--- config.mk ---
export PLATFORM = sky130hd
export DESIGN_NAME = uart_io_ctrl
export DESIGN_NICKNAME = d
export VERILOG_FILES = /design/src/rtl/uart_io_pkg.sv /design/src/rtl/axil_single_xfer.sv /design/src/rtl/uart_io_ctrl.sv
export SDC_FILE = /design/constraint.sdc
export NUM_CORES = 1
export LEC_CHECK = 0
export BUFFER_PORTS_ARGS = -buffer_cell sky130_fd_sc_hd__buf_2
export CORE_UTILIZATION = 37
export CTS_CLUSTER_DIAMETER = 200
export DETAILED_ROUTE_END_ITERATION = 7
export GPL_TIMING_DRIVEN = 0
export PLACE_DENSITY_LB_ADDON = 0.15
export SYNTH_ARGS = -nofsm -noshare
export SYNTH_HDL_FRONTEND = slang
export SYNTH_SLANG_ARGS = --single-unit
export TNS_END_PERCENT = 10
--- constraint.sdc ---
create_clock -name clk -period 1.9 [get_ports clk]
set_input_delay 0.38 -clock clk [delete_from_list [all_inputs] [get_ports clk]]
set_output_delay 0.38 -clock clk [all_outputs]
set_load 0.005 [all_outputs]
--- src/rtl/uart_io_pkg.sv ---
// Shared constants for the UART Lite sequencer:
// register map, status bits, FSM and engine states.
package uart_io_pkg;

  typedef enum logic [3:0] {
    RA_RX_FIFO = 4'h0,
    RA_STAT    = 4'h8
  } raddr_e;

  typedef enum logic [3:0] {
    WA_TX_FIFO = 4'h4,
    WA_CTRL    = 4'hC
  } waddr_e;

  localparam int STAT_RX_VALID = 0;
  localparam int STAT_TX_FULL  = 3;

  localparam logic [31:0] CTRL_INIT = 32'h0000_0003;

  localparam logic LG_RX = 1'b0;
  localparam logic LG_TX = 1'b1;

  localparam logic [3:0] S_INIT_AW = 4'd0;
  localparam logic [3:0] S_INIT_B  = 4'd1;
  localparam logic [3:0] S_IDLE    = 4'd2;
  localparam logic [3:0] S_STAT_AR = 4'd3;
  localparam logic [3:0] S_STAT_R  = 4'd4;
  localparam logic [3:0] S_TX_AW   = 4'd5;
  localparam logic [3:0] S_TX_B    = 4'd6;
  localparam logic [3:0] S_RX_AR   = 4'd7;
  localparam logic [3:0] S_RX_R    = 4'd8;
  localparam logic [3:0] S_RX_HOLD = 4'd9;

  localparam logic [1:0] P_IDLE = 2'd0;
  localparam logic [1:0] P_ADDR = 2'd1;
  localparam logic [1:0] P_RESP = 2'd2;

endpackage

--- src/rtl/axil_single_xfer.sv ---
// One-outstanding AXI4-lite read/write engine.
// Registered channel outputs; done/acc are same-cycle.
module axil_single_xfer
  import uart_io_pkg::*;
(
  input  logic        clk,
  input  logic        rst,
  input  logic        start,
  input  logic        wr,
  input  logic [3:0]  addr,
  input  logic [31:0] data,
  input  logic [3:0]  strb,
  output logic        idle,
  output logic        acc,
  output logic        done,
  output logic [7:0]  rdata,
  output logic [1:0]  resp,
  output logic [3:0]  uart_axi_araddr,
  output logic        uart_axi_arvalid,
  input  logic        uart_axi_arready,
  input  logic [31:0] uart_axi_rdata,
  input  logic        uart_axi_rvalid,
  output logic        uart_axi_rready,
  input  logic [1:0]  uart_axi_rresp,
  output logic [3:0]  uart_axi_awaddr,
  output logic        uart_axi_awvalid,
  input  logic        uart_axi_awready,
  output logic [31:0] uart_axi_wdata,
  output logic [3:0]  uart_axi_wstrb,
  output logic        uart_axi_wvalid,
  input  logic        uart_axi_wready,
  input  logic        uart_axi_bvalid,
  output logic        uart_axi_bready,
  input  logic [1:0]  uart_axi_bresp
);

  logic [1:0] ph;
  logic       is_wr;
  logic       aw_ok;
  logic       w_ok;
  logic       unused_rdata;

  assign unused_rdata = ^uart_axi_rdata[31:8];

  assign aw_ok = !uart_axi_awvalid || uart_axi_awready;
  assign w_ok  = !uart_axi_wvalid || uart_axi_wready;

  assign idle = (ph == P_IDLE);
  assign acc  = (ph == P_ADDR) &&
                (is_wr ? (aw_ok && w_ok)
                       : (uart_axi_arvalid && uart_axi_arready));
  assign done = (ph == P_RESP) &&
                (is_wr ? (uart_axi_bvalid && uart_axi_bready)
                       : (uart_axi_rvalid && uart_axi_rready));
  assign rdata = uart_axi_rdata[7:0];
  assign resp  = is_wr ? uart_axi_bresp : uart_axi_rresp;

  // Phase sequencing; a new start may overlap the response beat
  always_ff @(posedge clk) begin
    if (rst) begin
      ph               <= P_IDLE;
      is_wr            <= 1'b0;
      uart_axi_araddr  <= RA_STAT;
      uart_axi_arvalid <= 1'b0;
      uart_axi_rready  <= 1'b0;
      uart_axi_awaddr  <= WA_CTRL;
      uart_axi_awvalid <= 1'b0;
      uart_axi_wdata   <= 32'h0;
      uart_axi_wstrb   <= 4'h0;
      uart_axi_wvalid  <= 1'b0;
      uart_axi_bready  <= 1'b0;
    end else begin
      case (ph)
        P_ADDR: begin
          if (is_wr) begin
            if (uart_axi_awvalid && uart_axi_awready)
              uart_axi_awvalid <= 1'b0;
            if (uart_axi_wvalid && uart_axi_wready)
              uart_axi_wvalid <= 1'b0;
            if (acc) begin
              uart_axi_bready <= 1'b1;
              ph              <= P_RESP;
            end
          end else if (acc) begin
            uart_axi_arvalid <= 1'b0;
            uart_axi_rready  <= 1'b1;
            ph               <= P_RESP;
          end
        end
        P_RESP: begin
          if (done) begin
            uart_axi_rready <= 1'b0;
            uart_axi_bready <= 1'b0;
            ph              <= P_IDLE;
          end
        end
        default: ;
      endcase
      if (start && (idle || done)) begin
        ph    <= P_ADDR;
        is_wr <= wr;
        if (wr) begin
          uart_axi_awaddr  <= addr;
          uart_axi_wdata   <= data;
          uart_axi_wstrb   <= strb;
          uart_axi_awvalid <= 1'b1;
          uart_axi_wvalid  <= 1'b1;
        end else begin
          uart_axi_araddr  <= addr;
          uart_axi_arvalid <= 1'b1;
        end
      end
    end
  end

endmodule

--- src/rtl/uart_io_ctrl.sv ---
// UART Lite sequencer: round-robin TX/RX service,
// each as a STAT poll followed by a FIFO access.
module uart_io_ctrl
  import uart_io_pkg::*;
(
  input  logic        clk,
  input  logic        rst,
  input  logic        tx_valid,
  input  logic [7:0]  tx_data,
  output logic        tx_ready,
  input  logic        rx_en,
  output logic        rx_valid,
  output logic [7:0]  rx_data,
  input  logic        rx_ready,
  output logic        busy,
  output logic        err,
  output logic [3:0]  uart_axi_araddr,
  output logic        uart_axi_arvalid,
  input  logic        uart_axi_arready,
  input  logic [31:0] uart_axi_rdata,
  input  logic        uart_axi_rvalid,
  output logic        uart_axi_rready,
  input  logic [1:0]  uart_axi_rresp,
  output logic [3:0]  uart_axi_awaddr,
  output logic        uart_axi_awvalid,
  input  logic        uart_axi_awready,
  output logic [31:0] uart_axi_wdata,
  output logic [3:0]  uart_axi_wstrb,
  output logic        uart_axi_wvalid,
  input  logic        uart_axi_wready,
  input  logic        uart_axi_bvalid,
  output logic        uart_axi_bready,
  input  logic [1:0]  uart_axi_bresp
);

  logic [3:0]  state;
  logic [7:0]  tx_hold;
  logic        tx_held;
  logic        last_gnt;
  logic        gnt_tx;
  logic        tx_pend;
  logic        rx_pend;
  logic        pick_tx;
  logic        pick_rx;
  logic        start;
  logic        wr;
  logic [3:0]  addr;
  logic [31:0] data;
  logic [3:0]  strb;
  logic        eng_idle;
  logic        acc;
  logic        done;
  logic [7:0]  rdata;
  logic [1:0]  resp;

  assign tx_pend = tx_valid || tx_held;
  assign rx_pend = rx_en && !rx_valid;
  assign pick_tx = tx_pend && (!rx_pend || last_gnt == LG_RX);
  assign pick_rx = rx_pend && !pick_tx;

  assign busy     = (state != S_IDLE);
  assign tx_ready = !rst && state == S_IDLE &&
                    pick_tx && !tx_held;

  // Which transaction to launch on the engine this cycle
  always_comb begin
    start = 1'b0;
    wr    = 1'b0;
    addr  = RA_STAT;
    data  = 32'h0;
    strb  = 4'h0;
    case (state)
      S_INIT_AW: begin
        start = eng_idle;
        wr    = 1'b1;
        addr  = WA_CTRL;
        data  = CTRL_INIT;
        strb  = 4'hF;
      end
      S_IDLE: start = pick_tx || pick_rx;
      S_STAT_R: begin
        if (done && gnt_tx && !rdata[STAT_TX_FULL]) begin
          start = 1'b1;
          wr    = 1'b1;
          addr  = WA_TX_FIFO;
          data  = {24'h0, tx_hold};
          strb  = 4'h1;
        end
        if (done && !gnt_tx && rdata[STAT_RX_VALID]) begin
          start = 1'b1;
          addr  = RA_RX_FIFO;
        end
      end
      default: ;
    endcase
  end

  // Sequencer state, held TX byte, RX byte and sticky error
  always_ff @(posedge clk) begin
    if (rst) begin
      state    <= S_INIT_AW;
      tx_hold  <= 8'h0;
      tx_held  <= 1'b0;
      last_gnt <= LG_RX;
      gnt_tx   <= 1'b0;
      rx_valid <= 1'b0;
      rx_data  <= 8'h0;
      err      <= 1'b0;
    end else begin
      if (done && resp != 2'b00)
        err <= 1'b1;
      case (state)
        S_INIT_AW: if (acc) state <= S_INIT_B;
        S_INIT_B:  if (done) state <= S_IDLE;
        S_IDLE: begin
          if (pick_tx || pick_rx) begin
            gnt_tx <= pick_tx;
            state  <= S_STAT_AR;
          end
          if (pick_tx && !tx_held) begin
            tx_hold <= tx_data;
            tx_held <= 1'b1;
          end
        end
        S_STAT_AR: if (acc) state <= S_STAT_R;
        S_STAT_R: begin
          if (done) begin
            if (gnt_tx)
              state <= rdata[STAT_TX_FULL] ? S_IDLE : S_TX_AW;
            else
              state <= rdata[STAT_RX_VALID] ? S_RX_AR : S_IDLE;
          end
        end
        S_TX_AW: if (acc) state <= S_TX_B;
        S_TX_B: begin
          if (done) begin
            tx_held  <= 1'b0;
            last_gnt <= LG_TX;
            state    <= S_IDLE;
          end
        end
        S_RX_AR: if (acc) state <= S_RX_R;
        S_RX_R: begin
          if (done) begin
            rx_data  <= rdata;
            rx_valid <= 1'b1;
            last_gnt <= LG_RX;
            state    <= S_RX_HOLD;
          end
        end
        S_RX_HOLD: begin
          if (rx_ready) begin
            rx_valid <= 1'b0;
            state    <= S_IDLE;
          end
        end
        default: state <= S_INIT_AW;
      endcase
    end
  end

  axil_single_xfer u_xfer (
    .clk              (clk),
    .rst              (rst),
    .start            (start),
    .wr               (wr),
    .addr             (addr),
    .data             (data),
    .strb             (strb),
    .idle             (eng_idle),
    .acc              (acc),
    .done             (done),
    .rdata            (rdata),
    .resp             (resp),
    .uart_axi_araddr  (uart_axi_araddr),
    .uart_axi_arvalid (uart_axi_arvalid),
    .uart_axi_arready (uart_axi_arready),
    .uart_axi_rdata   (uart_axi_rdata),
    .uart_axi_rvalid  (uart_axi_rvalid),
    .uart_axi_rready  (uart_axi_rready),
    .uart_axi_rresp   (uart_axi_rresp),
    .uart_axi_awaddr  (uart_axi_awaddr),
    .uart_axi_awvalid (uart_axi_awvalid),
    .uart_axi_awready (uart_axi_awready),
    .uart_axi_wdata   (uart_axi_wdata),
    .uart_axi_wstrb   (uart_axi_wstrb),
    .uart_axi_wvalid  (uart_axi_wvalid),
    .uart_axi_wready  (uart_axi_wready),
    .uart_axi_bvalid  (uart_axi_bvalid),
    .uart_axi_bready  (uart_axi_bready),
    .uart_axi_bresp   (uart_axi_bresp)
  );

endmodule

* Yosys cells after proc, flatten, opt, wreduce, memory -nomap -nowiden
Cells that the tools add are included.
** Word-level totals
- Input port bits :: 54
- Word-level logic and storage cells :: 168
- Flip-flop bits (word level) :: 77
** Cells by class
- Multiplexer cells :: 58
- Bitwise operators :: 2
- Reduce and logical (&&, ||, !) cells :: 59
- Equality and inequality tests :: 29
** Operator list (number)
- $mux 4 :: 11
- $pmux 4 s9 :: 1
- $mux 1 :: 28
- $ne 2x2->1 const B :: 11
- $logic_and 1x1->1 :: 21
- $eq 4x3->1 const B :: 4
- $pmux 4 s2 :: 2
- $pmux 8 s2 :: 1
- $reduce_and 3->1 :: 5
- $pmux 1 s2 :: 6
- $reduce_and 2->1 :: 5
- $reduce_bool 2->1 :: 5
- $logic_not 1->1 :: 9
- $mux 3 :: 3
- $reduce_and 9->1 :: 1
- $eq 4x2->1 const B :: 2
- $eq 4x4->1 const B :: 2
- $mux 8 :: 1
- $ne 2x1->1 const B :: 4
- $reduce_and 4->1 :: 2
- $logic_or 1x1->1 :: 6
- $mux 2 :: 3
- $ne 3x3->1 const B :: 2
- $eq 4x1->1 const B :: 1
- other kinds (10) :: 12

* Depth between registers and ports, before layout
- Word-level depth :: 12
- Gate-level depth with buffers :: 8
- Gate-level depth less buffers :: 6

* Modules after synthesis
From an unflattened synthesis, not the netlist that was laid out.
** Unflattened totals
- Cells, all modules :: 370
- Area total of the unflattened synthesis :: 3518.4 µm²
** Modules (own cells, without submodules)
- axil_single_xfer :: area each 2213.4 µm², cells an instance 218, times used 1
- uart_io_ctrl :: area each 1305.0 µm², cells an instance 152, times used 1

* Worst setup path before layout
OpenSTA, ideal clock, no wires.
- Kind :: reg-to-output
- From :: register state[2]
- To :: output port tx_ready
- Setup slack :: 0.044 ns
- Required time :: 1.520 ns
- Arrival time :: 1.476 ns
- Cell stages (with the launch flop) :: 8
- Path buffers :: 2
- Cells stage by stage :: dfxtp_1 > buf_6 > nor4b_2 > inv_2 > a211oi_1 > nand2b_1 > buf_2 > nor2_1
** Between the ends
- Word-level cells in the longest chain between the ends :: 4
** Ends and longest elaborated chain
- start: declaration :: line uart_io_ctrl.sv:36 : logic [3:0] state;
- start signal: assignment :: line uart_io_ctrl.sv:129 : state <= rdata[STAT_TX_FULL] ? S_IDLE : S_TX_AW;
- start signal: assignment :: line uart_io_ctrl.sv:131 : state <= rdata[STAT_RX_VALID] ? S_RX_AR : S_IDLE;
- $eq 4x2->1 :: line uart_io_ctrl.sv:62 : assign tx_ready = !rst && state == S_IDLE &&
- $logic_and 1x1->1 (2 in a row) :: line uart_io_ctrl.sv:62
- $logic_and 1x1->1 :: line uart_io_ctrl.sv:63 : pick_tx && !tx_held;
- end: declaration :: line uart_io_ctrl.sv:10 : output logic tx_ready,
No other way between the ends.

* Worst setup path in the final report
- From :: register state[3]
- To :: output port tx_ready
The elaborated chain is that of the path after synthesis.

==> run summary <==
Root Buffer - clkbuf_8
Setup Slack @ Placement - -0.608 ns
DR iter-0 viols - 124
Max-cap violations - 0
Fraction of layout cells with a size suffix above 1 - 39.4%
Tightest Pin Transition - 0.611 ns
Status - finished, violations left
DP HPWL - 4.16 mm
CP Max Fanout - 4
Post-synth top area cell - dfxtp_1
H-tree levels - 2
Leakage power - 1.51 nW
WL/cell - 12.8 microns
Hold buffer count at cts - 0
Crit path buffers/inverters - 2
Initial Utilization - 38.3%
Top post-synthesis cells by count - dfxtp_1 (47), nor2_1 (33), buf_4 (30)
Power Density - 1000 nW/um^2
Synth area leaders - dfxtp_1 (39%), buf_4 (9.3%), mux2i_1 (6.6%)
Fin. Hold Viols - 0
Number of global-route vias before repair - 1,993
I/O Buffers - 62
Slew headroom - 59.3%
Grt met1 use - 21.7%
GR Util met3 - 3.48%
N_diodes - 0
Startpoint types - flip-flop
Busiest grt layer - met2
Met2 Use GR - 29.4%
CTS tree - built
Setup violations, final - 10
Critical-path cell list - nor4b_4 -> inv_2 -> a211oi_4 -> nand2b_1 -> nor2_2 -> buf_2
Syn-to-layout area delta - 35.2%
Row count - 29
Remaining Overflow, GRT - 0
Avg Synthesized Cell Area - 8.69 sq um
First-pass GRT wire length - 9.59 mm
Post-synth EDFFs - 0
Sink Count - 47
Initial antenna violation count - 0
Warnings, synthesis - 0
Distinct cells, synth - 55
Final Instance Area - 3270 sq um
Most common cell in the netlist - dfxtp_1
Skew final - 0.00566 ns
Clk_lat worst skew - 0.30 ns
Core ar. - 6310 sq um
Primary FF master, synth - dfxtp_1
Req. time, crit path - 1.52 ns
GRT Total Usage - 17.2%
Slew Limit Fails - 0
Die Y - 82.8 microns
Die area - 6860 sq um
Largest net degree at the start of global routing - 15
Total Routed Length - 5.94 mm
Area post-placement - 2920 sq um
Synth async-reset ratio - 0%
Fill cells - 626
Post-layout min period - 2.05 ns
Num CTS Buffers - 5
Boundary pin count - 115
DRC viols - 0
Tightest Hold Check Type - in2reg
CP max stage cell - dfxtp_4
First-pass detailed-route iteration total - 4
WP data arrival - 1.67 ns
Util after Layout - 51.7%
CP top delay family - simple AND/OR/NAND/NOR gates
Die Width - 82.8 microns
Crit end category - primary output
Final Wtd Congestion - 0.808
Nets - 442
DR vias - 2,200
Syn Inst Count - 278
Clock tree buffer depth - 2
Worst Setup Path Type - reg2out
Clk pin slew, worst setup/hold paths - 0.09 ns
Max stage delay on crit path - 0.37 ns
RSZ-0062 raised after global routing - true
Failing checks - negative setup slack
Setup ws final - -0.152 ns
Routed Antenna Nets - 0
Post-synth top area share - 38.9%
Fin crit share - 108%
Mapped cell area - 2420 sq um
Max IR drop VDD - 0.534 mV
Via density - 4.73
Sequential area share after synthesis - 38.9%
Synth Register Bits - 47
Achievable Freq - 0.487 GHz
==> cell families after synthesis <==
logic type	synth area share (%)
compound gates	18.4
buf+inv	14.3
flops	38.9
mux	6.63
other cells	0.155
simple gates	21.5
==> flip-flops by register name (all words and copies together) (netlist names), 2 cells and up <==
| signal | count |
|---|---|
| u_xfer.uart_axi_awaddr | 2 |
| u_xfer.uart_axi_wdata | 8 |
| tx_hold | 8 |
| state | 4 |
| u_xfer.ph | 2 |
| rx_data | 8 |
| u_xfer.uart_axi_araddr | 2 |
| u_xfer.uart_axi_wstrb | 2 |
==> worst register-to-register path, cell delays in order (launching register included) <==
cell	delay (ns)
dfxtp_4	0.37
nor4b_4	0.36
inv_2	0.09
buf_4	0.14
buf_4	0.13
a21oi_4	0.14
nor2_4	0.05
a21o_4	0.25
buf_4	0.14
a22o_1	0.19
==> where the power goes <==
part | internal [W] | switching (W) | total [W]
sequential | 0.00112 | 0.000126 | 0.00125
clock | 0.000293 | 0.000339 | 0.000633
combinational | 0.000721 | 0.000677 | 0.00140
==> stage by stage <==
step / total power, W / setup TNS (ns) / hold WS, ns / std cells
finish: 0.00328 / -0.604 / 0.310 / 465
detailed placement: 0.00231 / -4.44 / 0.433 / 444
global placement: 0.00231 / -4.37 / 0.427 / 444
floorplan: 0.00201 / 0 / 0.442 / 305
global route: 0.00349 / -1.14 / 0.309 / 465
CTS: 0.00313 / -0.464 / 0.306 / 461
==> per-layer routing <==
metal	wire, microns	part of all wire [%]
met1	2750	46
met2	2780	47
met3	328	5.5
met4	72	1.2
met5	0	0
==> worst paths after layout <==
check	end	from	slack, ns	cells after the start
setup / recovery	tx_ready	state[3]	-0.15	6
hold / removal	tx_hold[6]	tx_data[6]	0.31	3
setup reg to reg	u_xfer.uart_axi_wdata[2]	state[3]	-0.08	9
hold reg to reg	u_xfer.uart_axi_awaddr[2]	u_xfer.uart_axi_awaddr[2]	0.45	2
==> timing repair <==
action,4_1_cts,5_1_grt
cloned,0,1
gates resized for setup,23,21
endpoints found under the setup margin,33,32
pin swaps,9,12
setup buffers,11,4
==> cell type report <==
| cell class | instances | area, sq um | area share, % |
|---|---|---|---|
| Multi-Input combinational cell | 201 | 1350 | 41.3 |
| Sequential cell | 47 | 956 | 29.3 |
| Timing Repair Buffer | 78 | 434 | 13.3 |
| Buffer | 42 | 292 | 8.93 |
| Tap cell | 77 | 96.3 | 2.95 |
| Clock buffer | 6 | 82.6 | 2.53 |
| Inverter | 13 | 48.8 | 1.49 |
| Clock inverter | 1 | 8.76 | 0.268 |
==> placed cells by master (no fill, tap or decap), types with 4 or more instances in the layout <==
cell type  count
a22o_1         6
nand2b_1       8
nor3_1         8
dfxtp_1       41
clkbuf_8       6
nor2b_1       10
nand2_1        8
o21ai_0       10
nor2_1        31
mux2i_1       16
conb_1        28
a21oi_1       17
inv_1         12
buf_4         46
buf_2         64
clkbuf_1       4
Power figures use the tool's default switching activity.
